File: src/rtl/imu_spi_seq.sv
// rtl/imu_spi_seq.sv - IMU SPI sequencer: power-up config writes, then INT-driven rate reads
// Optional feature macro SPI_TIMEOUT_EN: WT-state timeout with sticky err output.
module imu_spi_seq #(
  parameter int PWRUP_W = 16,
  parameter int TO_CYC  = 1024
) (
  input  logic        clk,
  input  logic        rst_n,
  output logic        spi_wrt,
  output logic [15:0] spi_cmd,
  input  logic        spi_done,
  input  logic [15:0] spi_rd_data,
  input  logic        INT,
  output logic        init_done,
  output logic [15:0] rate_a,
  output logic [15:0] rate_b,
  output logic        vld
`ifdef SPI_TIMEOUT_EN
  ,output logic       err
`endif
);

  typedef enum logic [2:0] {PWRUP, WR_GO, WR_WT, IDLE, RD_GO, RD_WT, PUB} state_t;

  state_t               state_q;
  logic [PWRUP_W-1:0]   pwr_cnt_q;
  logic [1:0]           idx_q;
  logic                 first_q;
  logic                 pend_q;
  logic                 int_s1_q, int_s2_q, int_s3_q;
  logic [7:0]           b0_q, b1_q, b2_q;
  logic                 spi_wrt_q, init_done_q, vld_q;
  logic [15:0]          spi_cmd_q, rate_a_q, rate_b_q;
  logic                 int_rise;
  logic                 unused_rd_hi;

`ifdef SPI_TIMEOUT_EN
  localparam int TW = $clog2(TO_CYC) + 1;
  // Trips on the last WT cycle so err becomes visible TO_CYC cycles after the wrt pulse.
  localparam logic [TW-1:0] TO_LIM = TW'(TO_CYC - 2);
  logic [TW-1:0] to_cnt_q;
  logic          err_q;
`else
  localparam int unused_to_cyc = TO_CYC;
`endif

  function automatic logic [15:0] wr_cmd(input logic [1:0] i);
    case (i)
      2'd0:    return 16'h0D02;
      2'd1:    return 16'h1053;
      2'd2:    return 16'h1150;
      default: return 16'h1460;
    endcase
  endfunction

  function automatic logic [15:0] rd_cmd(input logic [1:0] i);
    case (i)
      2'd0:    return 16'hA200;
      2'd1:    return 16'hA300;
      2'd2:    return 16'hA600;
      default: return 16'hA700;
    endcase
  endfunction

  assign int_rise     = int_s2_q & ~int_s3_q;
  assign unused_rd_hi = ^spi_rd_data[15:8];

  // Command outputs are loaded on entry to a GO state so spi_wrt coincides with the GO cycle
  // and the stale done level overlaps only the first WT cycle.
  always_ff @(posedge clk or negedge rst_n) begin
    if (!rst_n) begin
      state_q     <= PWRUP;
      pwr_cnt_q   <= '0;
      idx_q       <= 2'd0;
      first_q     <= 1'b0;
      pend_q      <= 1'b0;
      int_s1_q    <= 1'b0;
      int_s2_q    <= 1'b0;
      int_s3_q    <= 1'b0;
      b0_q        <= 8'h00;
      b1_q        <= 8'h00;
      b2_q        <= 8'h00;
      spi_wrt_q   <= 1'b0;
      spi_cmd_q   <= 16'h0000;
      init_done_q <= 1'b0;
      rate_a_q    <= 16'h0000;
      rate_b_q    <= 16'h0000;
      vld_q       <= 1'b0;
`ifdef SPI_TIMEOUT_EN
      to_cnt_q    <= '0;
      err_q       <= 1'b0;
`endif
    end else begin
      int_s1_q  <= INT;
      int_s2_q  <= int_s1_q;
      int_s3_q  <= int_s2_q;
      spi_wrt_q <= 1'b0;
      vld_q     <= 1'b0;
      if (int_rise && init_done_q && state_q != IDLE) pend_q <= 1'b1;

      case (state_q)
        PWRUP: begin
          if (&pwr_cnt_q) begin
            state_q   <= WR_GO;
            idx_q     <= 2'd0;
            spi_wrt_q <= 1'b1;
            spi_cmd_q <= wr_cmd(2'd0);
          end else begin
            pwr_cnt_q <= pwr_cnt_q + 1'b1;
          end
        end
        WR_GO: begin
          state_q  <= WR_WT;
          first_q  <= 1'b1;
`ifdef SPI_TIMEOUT_EN
          to_cnt_q <= '0;
`endif
        end
        WR_WT: begin
          first_q <= 1'b0;
          if (!first_q && spi_done) begin
            if (idx_q != 2'd3) begin
              idx_q     <= idx_q + 2'd1;
              state_q   <= WR_GO;
              spi_wrt_q <= 1'b1;
              spi_cmd_q <= wr_cmd(idx_q + 2'd1);
            end else begin
              init_done_q <= 1'b1;
              state_q     <= IDLE;
            end
          end
`ifdef SPI_TIMEOUT_EN
          else if (to_cnt_q == TO_LIM) begin
            err_q   <= 1'b1;
            state_q <= IDLE;
          end else begin
            to_cnt_q <= to_cnt_q + TW'(1);
          end
`endif
        end
        IDLE: begin
          if ((int_rise && init_done_q) || pend_q) begin
            pend_q    <= 1'b0;
            idx_q     <= 2'd0;
            state_q   <= RD_GO;
            spi_wrt_q <= 1'b1;
            spi_cmd_q <= rd_cmd(2'd0);
          end
        end
        RD_GO: begin
          state_q  <= RD_WT;
          first_q  <= 1'b1;
`ifdef SPI_TIMEOUT_EN
          to_cnt_q <= '0;
`endif
        end
        RD_WT: begin
          first_q <= 1'b0;
          if (!first_q && spi_done) begin
            case (idx_q)
              2'd0:    b0_q <= spi_rd_data[7:0];
              2'd1:    b1_q <= spi_rd_data[7:0];
              2'd2:    b2_q <= spi_rd_data[7:0];
              default: ;
            endcase
            if (idx_q != 2'd3) begin
              idx_q     <= idx_q + 2'd1;
              state_q   <= RD_GO;
              spi_wrt_q <= 1'b1;
              spi_cmd_q <= rd_cmd(idx_q + 2'd1);
            end else begin
              // Last byte goes straight from the bus so both words publish together.
              state_q  <= PUB;
              rate_a_q <= {b1_q, b0_q};
              rate_b_q <= {spi_rd_data[7:0], b2_q};
              vld_q    <= 1'b1;
            end
          end
`ifdef SPI_TIMEOUT_EN
          else if (to_cnt_q == TO_LIM) begin
            err_q   <= 1'b1;
            state_q <= IDLE;
            b0_q    <= 8'h00;
            b1_q    <= 8'h00;
            b2_q    <= 8'h00;
          end else begin
            to_cnt_q <= to_cnt_q + TW'(1);
          end
`endif
        end
        PUB: state_q <= IDLE;
        default: state_q <= PWRUP;
      endcase
    end
  end

  assign spi_wrt   = spi_wrt_q;
  assign spi_cmd   = spi_cmd_q;
  assign init_done = init_done_q;
  assign rate_a    = rate_a_q;
  assign rate_b    = rate_b_q;
  assign vld       = vld_q;
`ifdef SPI_TIMEOUT_EN
  assign err       = err_q;
`endif

endmodule

File: config.mk
export PLATFORM = sky130hd
export DESIGN_NAME = imu_spi_seq
export DESIGN_NICKNAME = d
export VERILOG_FILES = /design/src/rtl/imu_spi_seq.sv
export SDC_FILE = /design/constraint.sdc
export NUM_CORES = 1
export LEC_CHECK = 0
export CAP_MARGIN = 25
export CORE_MARGIN = 2
export CORE_UTILIZATION = 45
export DETAILED_ROUTE_END_ITERATION = 8
export PLACE_DENSITY = 0.7
export SLEW_MARGIN = 20
export SYNTH_ARGS = -nofsm -noshare
export SYNTH_HDL_FRONTEND = slang
export SYNTH_SLANG_ARGS = --single-unit
File: constraint.sdc
create_clock -name clk -period 2.2 [get_ports clk]
set_input_delay 0.44 -clock clk [delete_from_list [all_inputs] [get_ports clk]]
set_output_delay 0.44 -clock clk [all_outputs]
set_load 0.05 [all_outputs]
Word level (Yosys, flattened, before mapping). Cells that the tools add are included.

$add $sub $neg: 2. Equality and inequality tests: 20. Multiplexer cells: 33. Bitwise logic cells: 4. Reduce and logical (&&, ||, !) cells: 23.

Operators with widths (count): 16-bit 2-to-1 mux (6); 16-bit case mux with 4 select lines (1); 13-bit case mux with 3 select lines (1); 11-bit case mux with 3 select lines (1); 3-bit case mux with 7 select lines (1); 16-bit by 1-bit adder with 16-bit output (second input constant) (1); 16-bit AND reduction (1); 3-bit AND reduction (5); 2-bit != test (second input constant) (7); 2-bit 2-to-1 mux (6); 3-bit 2-to-1 mux (4); 1-bit 2-to-1 mux (10); 3-bit == test (second input constant) (3); 7-bit AND reduction (1); 3-bit by 2-bit == test with 1-bit output (second input constant) (2); 2-bit case mux with 3 select lines (1); 5-bit AND reduction (1); 2-bit by 1-bit == test with 1-bit output (second input constant) (2); 2-bit == test (second input constant) (2); 2-bit zero test (2); 2-bit by 1-bit != test with 1-bit output (second input constant) (2); 4-bit AND reduction (1); 4-bit nonzero test (1); 2-bit OR reduction (2); other kinds (14) (18).

Flip-flop bits (word level): 101. Logic and storage cells: 99. Output and inout port bits: 51. Input port bits: 20.

Logic depth before layout (Yosys ltp).
Depth after elaboration: 7. Gate-level depth with buffers: 6. Gate-level depth less buffers: 6.

Worst setup path before layout. No wires, ideal clock.

Path kind: reg2reg. Start: register state_q[2]. End: register spi_cmd_q[12], in the netlist spi_cmd[12]. Arrival: 1.769 ns. Data required time: 2.075 ns. Setup slack: 0.306 ns. Library setup time: 0.125 ns. Cell stages (with the launch flop): 7. Path buffers: 2. Clock period less this slack: 1.894 ns. Cell sequence: dfrtp_1 -> buf_6 -> or3b_4 -> a211o_1 -> o221ai_2 -> buf_6 -> mux2_4.

Cells in the longest elaborated chain, start to end: 3. Elaborated cells between the ends (all ways): 13. Those cells by class: 9 x eq/ne; 1 x mux; 3 x reduce/logical.

RTL lines: from (decl) (RTL line 25) `state_t state_q;`; from (signal assigned) (RTL line 72) `state_q <= PWRUP;`; from (signal assigned) (RTL line 104) `state_q <= WR_GO;`; from (signal assigned) (RTL line 113) `state_q <= WR_WT;`; 3-bit == test, or another cell as far along (RTL line 101) `case (state_q)`; 4-bit nonzero test (no source line) / 2-bit != test (equally long branches); 7-bit AND reduction (no source line); to (signal assigned) (RTL line 107) `spi_cmd_q <= wr_cmd(2'd0);`; to (signal assigned) (RTL line 126) `spi_cmd_q <= wr_cmd(idx_q + 2'd1);`; to (signal assigned) (RTL line 147) `spi_cmd_q <= rd_cmd(2'd0);`; to (decl) (RTL line 33) `logic [15:0] spi_cmd_q, rate_a_q, rate_b_q;`.

Several ways; a longest one is shown, not always the timed one. A chain may end at the register's enable or synchronous reset.

Worst setup path in the final report.
Start: register init_done_q, in the netlist init_done. End: output port init_done.

RTL lines: from (decl) (RTL line 32) `logic spi_wrt_q, init_done_q, vld_q;`; from (signal assigned) (RTL line 85) `init_done_q <= 1'b0;`; from (signal assigned) (RTL line 128) `init_done_q <= 1'b1;`; to (decl) (RTL line 14) `output logic init_done,`.

No word-level cell between the ends.

==> results by group <==
Status
  • Run status: finished, final reports clean

Global routing
  • First-pass GRT wire length: 11900 um
  • Vias in the first global route: 2467
  • Gr usage total: 15.5%
  • Gr ovfl total: 0
  • Initial antenna violation count: 0
  • Largest net degree at the start of global routing: 38

Timing
  • Max Slew Vio Count: 0
  • Hold Vio Cnt, Final: 0
  • Worst Setup Slack, final: 161 ps
  • Setup Skew: 15.3 ps
  • WHS: 340 ps
  • Final critical-path required period: 2040 ps
  • Setup violators final: 0
  • Max Freq: 0.490 GHz
  • Worst slew pin tran: 528 ps
  • RSZ-0062 raised after global routing: no
  • Setup TNS Final: 0 ps
  • Final Cycle Share: 92.7%
  • Worst relative slew slack: 64.7%

Synth
  • EDFF count, synth: 0
  • Post-synthesis sequential area ratio: 58.9%
  • Netlist cell types: 42
  • Mapped Cells: 300
  • Post-Syn Area per Cell: 13.3 um^2
  • Syn Std Cell Area: 4000 um^2
  • Main synth FF type: dfrtp_1
  • Synth Register Bits: 94
  • Ys Warns: 0
  • Async SR Flop Fraction: 100%

Finish
  • # diodes: 0
  • Post-route cell area: 4950 um^2
  • Leading cell type in the layout, fill and taps excluded: dfrtp_1
  • Nets: 400
  • Commonest cells after routing, fill and taps aside: dfrtp_1, mux2_2, clkdlybuf4s50_1, nand2_1, nor2_1
  • Area growth, synth to finish: 23.9%
  • Share of layout cells above drive strength 1: 27.5%

Die
  • Core ar.: 8680 um^2
  • Num rows: 34
  • Die area: 9650 um^2
  • Starting Density: 46.0%
  • Die height: 98.2 um
  • Die width: 98.2 um
  • Ports: 71

CTS
  • CTS tree: yes
  • Worst-case clock buffer depth: 2
  • Post-CTS setup buffer count: 0
  • Clock Latency Late Sink: 360 ps
  • CTS Root Cell: clkbuf_8
  • CTS Sinks: 94
  • H-tree levels: 3
  • Reg clk slew, reported paths: 100 ps
  • CTS buffer count: 9

Place
  • Setup WS pre-CTS: 24.3 ps
  • GP Congestion: 0.857
  • Dpl hpwl: 4910 um
  • Port Buf Inserts: 58
  • Dpl cell area: 4740 um^2

Setup path
  • WS Path Type: register to output port
  • Bufs and invs on worst path: 1
  • Slowest stage delay, CP: 820 ps
  • Crit path DAT: 1600 ps
  • Worst path required time: 1760 ps
  • CP Max Fanout: 4
  • Slowest CP cell: clkdlybuf4s50_1
  • CP delay by family, top: buffers and inverters
  • Startpoint Class: register
  • Critical Path, Cell by Cell: clkdlybuf4s50_1
  • Critical Path End Type: output port

Power
  • Internal Power: 3.20 mW
  • Reg power frac: 44.8%
  • Combinational share of power: 33.6%
  • Net Sw Frac: 36.8%
  • Psw: 1.86 mW
  • Power share of the clock group: 21.6%
  • Lkg Pwr: 2.41 nW
  • Peak VDD IR: 385 uV
  • P per Cell Area: 1020 nW/um^2

Drt
  • Initial DRT Pass Iterations: 4
  • Vias: 2445
  • Starting DRT DRC Count: 105
  • Post-DR wirelength/cell: 14.4 um
  • WL final: 6990 um
  • Vias per inst: 5.03
  • Antenna viol nets, final: 0
  • DRC viols: 0

Min path
  • Worst min path class: register to register

Flow run
  • Number of max-cap violations: 0
-- sequential cells by signal, indices dropped and copies added (netlist names) --
register and flops:
pwr_cnt_q 16, rate_a 16, rate_b 16, spi_cmd 9, b0_q 8, b1_q 8, b2_q 8, state_q 3
idx_q 2, first_q 1, init_done 1, int_s1_q 1, int_s2_q 1, int_s3_q 1, pend_q 1, spi_wrt 1
vld 1
-- per-layer routing --
layer	track usage (%)	wire length, um
met1	20.4	3220
met2	24.9	3420
met4	7.27	105
met3	2.79	243
met5	0	0
-- cell type report --
type | count | area, um^2
Fill cell | 740 | 3730
Inverter | 9 | 33.8
Sequential cell | 94 | 2350
Clock inverter | 7 | 62.6
Tap cell | 108 | 135
Timing Repair Buffer | 75 | 721
Clock buffer | 9 | 124
Multi-Input combinational cell | 184 | 1520
-- Yosys cell counts, types with 5 or more instances --
library cell | count | area [um^2]
dfrtp_1 | 94 | 2350
mux2_2 | 59 | 664
nand2_1 | 18 | 67.6
nor2_1 | 18 | 67.6
xor2_1 | 13 | 114
inv_1 | 9 | 33.8
buf_4 | 8 | 60.1
ha_1 | 7 | 87.6
o21ai_0 | 7 | 35.0
nand3_1 | 6 | 30.0
buf_2 | 5 | 25.0
mux2i_1 | 5 | 50.1
nor3_1 | 5 | 25.0
-- logic make-up after synthesis --
logic type      share of synthesized area, %
compound gates                          4.41
simple gates                            8.14
flops                                   58.9
xor+xnor                                3.29
fa+ha+maj                               2.19
buf+inv                                 3.63
other cells                           0.0938
mux                                     19.4
-- power by group through the flow --
stage	registers, mW	clock network, mW	logic [mW]
after floorplan	2.56	0	0.921
after global placement	2.28	0	1.66
after detailed placement	2.30	0	1.70
after CTS	2.27	1.13	1.71
after global routing	2.32	1.21	1.83
final	2.27	1.09	1.70
-- path summary, 6_finish.rpt --
kind / startpoint / end / slack (ps) / depth (start not counted)
setup / recovery: init_done$_DFFE_PN0P_ / init_done / 160 / 1
hold / removal: int_s1_q$_DFF_PN0_ / int_s2_q$_DFF_PN0_ / 340 / 0
setup reg to reg: state_q[1]$_DFFE_PN0P_ / spi_cmd[0]$_DFFE_PN0P_ / 250 / 4
hold reg to reg: int_s1_q$_DFF_PN0_ / int_s2_q$_DFF_PN0_ / 340 / 0
max in group asynchronous: rst_n / int_s1_q$_DFF_PN0_ / 880 / 3
min in group asynchronous: rst_n / b2_q[4]$_DFFE_PN0P_ / 530 / 2
-- metrics by stage --
step	power, mW	utilization (%)	cells
after floorplan	3.49	-	303
after global placement	3.95	54.6	469
after detailed placement	4.00	54.6	469
after CTS	5.11	56.9	486
after global routing	5.36	57.0	486
final	5.06	57.0	486
-- repair_timing --
item	4_1_cts	5_1_grt
gates resized for setup	0	1
setup endpoints to repair	0	1
endpoints found under the hold margin	23	0
hold buffers	1	0
Note: power is estimated with default switching activity, not from simulation.
